--- config.mk ---
export PLATFORM = sky130hd
export DESIGN_NAME = timer_sched
export DESIGN_NICKNAME = d
export VERILOG_FILES = /design/src/rtl/timer_pkg.sv /design/src/rtl/timer_sched.sv
export SDC_FILE = /design/constraint.sdc
export NUM_CORES = 1
export LEC_CHECK = 0
export CAP_MARGIN = 20
export CORE_MARGIN = 4
export CORE_UTILIZATION = 46
export CTS_CLUSTER_DIAMETER = 50
export DETAILED_ROUTE_END_ITERATION = 16
export PLACE_DENSITY = 0.83
export SLEW_MARGIN = 20
export SYNTH_ARGS = -nofsm -noshare
export SYNTH_HDL_FRONTEND = slang
export SYNTH_SLANG_ARGS = --single-unit
--- constraint.sdc ---
create_clock -name clk -period 6.51 [get_ports clk]
set_clock_uncertainty 0.15 [all_clocks]
set_input_delay 1.302 -clock clk [delete_from_list [all_inputs] [get_ports clk]]
set_output_delay 1.302 -clock clk [all_outputs]
set_load 0.1 [all_outputs]
--- src/rtl/timer_pkg.sv ---
// timer_pkg: timer32 register map and scheduler state encoding shared by the design and bench
package timer_pkg;

    typedef enum logic [2:0] {
        ST_IDLE,
        ST_WR_PER,
        ST_WR_CTL,
        ST_RD_REQ,
        ST_RD_CHK,
        ST_WR_STOP
    } state_t;

    localparam logic [1:0] TMR_ADDR_PER = 2'b01;
    localparam logic [1:0] TMR_ADDR_CTL = 2'b10;
    localparam int TOGGLE_BIT = 2;

endpackage

--- src/rtl/timer_sched.sv ---
// timer_sched: programs a timer32 peripheral, polls its toggle bit and turns each toggle into a tick
module timer_sched
    import timer_pkg::*;
#(
    parameter int ENBIT = 1,
    parameter logic [31:0] BASE_PERIOD = 32'h005F5E10,
    parameter int CNT_W = 16
) (
    input  logic             clk,
    input  logic             reset,
    input  logic             start,
    input  logic             stop,
    input  logic [2:0]       sel,
    output logic [1:0]       t_addr,
    output logic [31:0]      t_din,
    output logic             t_wren,
    output logic             t_rden,
    input  logic [31:0]      t_dout,
    output logic             busy,
    output logic             tick,
    output logic [CNT_W-1:0] tick_cnt,
    output logic             led
);

    state_t      state;
    state_t      nxt;
    logic [31:0] period;
    logic [31:0] per_next;
    logic        prev_tog;
    logic        accept;
    logic        changed;
    logic        unused_dout;

    assign unused_dout = ^t_dout;
    assign accept      = start && !stop && (state inside {ST_IDLE, ST_RD_REQ, ST_RD_CHK});
    assign per_next    = accept ? BASE_PERIOD << sel : period;
    assign changed     = (state == ST_RD_CHK) && (nxt == ST_RD_REQ) && (t_dout[TOGGLE_BIT] != prev_tog);

    // next state: stop beats start, a restart abandons the read in flight
    always_comb begin
        nxt = state;
        case (state)
            ST_IDLE:   nxt = accept ? ST_WR_PER : ST_IDLE;
            ST_WR_PER: nxt = stop ? ST_WR_STOP : ST_WR_CTL;
            ST_WR_CTL: nxt = stop ? ST_WR_STOP : ST_RD_REQ;
            ST_RD_REQ: nxt = stop ? ST_WR_STOP : accept ? ST_WR_PER : ST_RD_CHK;
            ST_RD_CHK: nxt = stop ? ST_WR_STOP : accept ? ST_WR_PER : ST_RD_REQ;
            default:   nxt = ST_IDLE;
        endcase
    end

    // bus strobes are registered from the upcoming state; the toggle history restarts with each programming
    always_ff @(posedge clk or posedge reset) begin
        if (reset) begin
            state    <= ST_IDLE;
            period   <= '0;
            prev_tog <= 1'b0;
            busy     <= 1'b0;
            t_wren   <= 1'b0;
            t_rden   <= 1'b0;
            t_addr   <= '0;
            t_din    <= '0;
            tick     <= 1'b0;
            tick_cnt <= '0;
            led      <= 1'b0;
        end else begin
            state  <= nxt;
            period <= per_next;
            busy   <= nxt != ST_IDLE;
            t_wren <= nxt inside {ST_WR_PER, ST_WR_CTL, ST_WR_STOP};
            t_rden <= nxt == ST_RD_REQ;
            t_addr <= (nxt == ST_WR_PER) ? TMR_ADDR_PER :
                      (nxt inside {ST_WR_CTL, ST_RD_REQ, ST_WR_STOP}) ? TMR_ADDR_CTL : 2'b00;
            t_din  <= (nxt == ST_WR_PER) ? per_next :
                      (nxt == ST_WR_CTL) ? 32'(1) << ENBIT : '0;
            tick   <= changed;
            if (accept) begin
                tick_cnt <= '0;
                prev_tog <= 1'b0;
            end else if (changed) begin
                tick_cnt <= tick_cnt + 1'b1;
                prev_tog <= t_dout[TOGGLE_BIT];
                led      <= t_dout[TOGGLE_BIT];
            end
        end
    end

endmodule
==> results.yml <==
cells_and_area:
  nets: 340
  antenna_cells: 0
  syn_to_final_growth_pct: 35.5
  drive_gt1_share_pct: 7.54
  final_cell_count_no_fill: 375
  layout_common_cells: "clkdlybuf4s50_1, dfrtp_1, nor2_1"
  final_common_cell: "clkdlybuf4s50_1"
  final_cell_area_sq_um: 3390
placement:
  placedCellCount: 359
  gp_congestion: 0.875
  portBuffers: 62
  dp_slack_ns: 2.69
  dpl_cell_area_sq_um: 3160
  dp_hpwl_um: 3680
clocking:
  path_clk_slew_ns: 0.07
  clockRootBuffer: "clkbuf_8"
  ctsResizeCount: 0
  cts_htree_levels: 3
  cts_inserted_buffers: 9
  insertion_delay_ns: 0.34
  cts_hold_buf: 0
  cts_tree: "done"
  clkSinkCount: 59
  cts_setup_buffers: 0
  cts_buffer_depth: 2
flow_run:
  cap_violations: 0
sta:
  worst_pin_slew_ns: 1.01
  fin_crit_sh_pct: 53.7
  setup_viol: 0
  max_slew_margin_pct: 32.5
  maxSlewViolCount: 0
  period_minus_slack_ns: 3.49
  clock.fmax_mhz: 286
  rsz0062_at_grt: "no"
  finalHoldViolCount: 0
  final.setup.tns_ns: 0
  setup_slack_ns: 3.02
yosys:
  seq_area_frac_synth_pct: 59.1
  synth.ff_latch_count: 59
  synth_edf_count: 0
  synthFlopType: "dfrtp_1"
  synthArstFlopShare_pct: 100
  ys_types: 43
  avgSynthCellArea_sq_um: 10.5
  syn_area_sq_um: 2500
  synthCells: 238
  yosys_warnings: 0
routing:
  wl_met3_um: 533
  drt-initial-drc-count: 134
  drc_errors: 0
  routed.top_layer: "met4"
  ant_nets: 0
  drt_pass1_iterations: 4
  wl_per_cell_um: 14.8
  via_count: 1990
  drt_wl_total_um: 5540
  via_per_inst: 5.31
  wl_met1_um: 2310
  wl_met2_um: 2600
worst_hold_path:
  min_path_type: "reg -> reg"
power:
  vdd_drop_max_uv: 231
  p_per_area_nw_per_um2: 401
  p_total_mw: 1.36
  cellLeakagePower_nw: 1.51
die:
  start_util_pct: 48.3
  rows: 26
  die_h_um: 81.7
  core_sq_um: 5170
  ios: 94
  die_x_um: 81.7
  dieArea_sq_um: 6670
setup_path:
  crit_type: "reg -> out"
  cpPeakStageDelay_ns: 1.19
  path_cells: "clkdlybuf4s50_1"
  end_kind: "output pin"
  worstPathRequired_ns: 5.06
  critPathLaunchType: "flop"
  critical_path_arrival_ns: 2.04
  crit_path_top_delay_cell: "clkdlybuf4s50_1"
  critPathBufInv: 1
  worstPathMaxFanout: 8
  crit_family: "buffers and inverters"
grt:
  grt_first_pass_wirelength_um: 9070
  grt_start_max_net_pins: 60
  overflow: 0
  grtUsageTotal_pct: 18.4
  grt_pass1_vias: 1938
  antenna_found_initial: 0
run_status:
  status: "finished clean"
==> state kept, by name (all words and copies together), names as in the netlist <==
signal,count
t_addr,2
tick_cnt,16
t_rden,1
tick,1
t_wren,1
prev_tog,1
state,3
busy,1
t_din,32
led,1
==> routing by layer <==
| layer | up-vias | global-route usage, % |
|---|---|---|
| li1 | 942 | - |
| met1 | 955 | 21.5 |
| met2 | 81 | 29.6 |
| met3 | 12 | 8.44 |
| met4 | 0 | 7.14 |
| met5 | - | 0 |
==> cell type report <==
type	count	area, sq um
repair buffers	64	636
well taps	70	87.6
flip-flops and latches	59	1480
fillers	399	1790
clock buffers	10	138
multi-input cells	156	921
inverters	10	38.8
clock inverters	6	88.8
==> Yosys cell counts, types with 3 or more instances <==
cell type | count | area (sq um)
mux2i_1 | 5 | 50.1
nand2b_1 | 4 | 25.0
nor3_1 | 6 | 30.0
nor4_1 | 6 | 37.5
clkbuf_1 | 12 | 45.0
a21oi_1 | 11 | 55.1
o21ai_0 | 9 | 45.0
xor2_1 | 3 | 26.3
or4_1 | 5 | 37.5
and2_1 | 3 | 18.8
inv_1 | 9 | 33.8
nor2b_1 | 4 | 25.0
o31ai_1 | 3 | 22.5
nand2_1 | 15 | 56.3
nand3_1 | 11 | 55.1
nor2_1 | 25 | 93.8
and3_1 | 5 | 31.3
or3_1 | 5 | 31.3
dfrtp_1 | 59 | 1480
nand4_1 | 5 | 31.3
xnor2_1 | 6 | 52.6
==> power breakdown <==
group	total, mW	switching [mW]	leakage, nW	internal, mW
sequential	0.456	0.0401	0.793	0.416
combinational	0.529	0.404	0.613	0.124
clock	0.375	0.149	0.108	0.226
==> through the flow <==
stage                     utilization, %  hold slack, ns
after detailed placement            61.1           0.347
after CTS                           65.5           0.372
final                               65.5           0.369
after global placement              61.1           0.330
after floorplan                        -           0.372
after global routing                65.5           0.386
==> cells by family (layout without fill, tap and decap cells) <==
| kind of cell | Yosys count | in the layout | synth area share (%) |
|---|---|---|---|
| AOI/OAI and AO/OA | 32 | 32 | 8.01 |
| and+or+nand+nor | 102 | 102 | 21.5 |
| xor gates and xnor gates | 9 | 9 | 3.15 |
| muxes | 7 | 7 | 2.90 |
| other | 1 | 5 | 0.150 |
| buffers and inverters | 27 | 90 | 4.66 |
| adders and majority gates | 1 | 1 | 0.501 |
| DFF | 59 | 59 | 59.1 |
==> final timing paths <==
path | slack (ns) | to | depth (start not counted) | from
max in group asynchronous | 4.38 | tick_cnt[8] | 3 | reset
worst max register to register | 4.03 | tick_cnt[0] | 4 | state[1]
min in group asynchronous | 1.33 | t_din[2] | 3 | reset
worst max-delay path | 3.02 | tick_cnt[3] | 1 | tick_cnt[3]
worst min-delay path | 0.37 | led | 1 | led
worst min register to register | 0.37 | led | 1 | led
No activity file was read; power rests on OpenSTA's default activity.
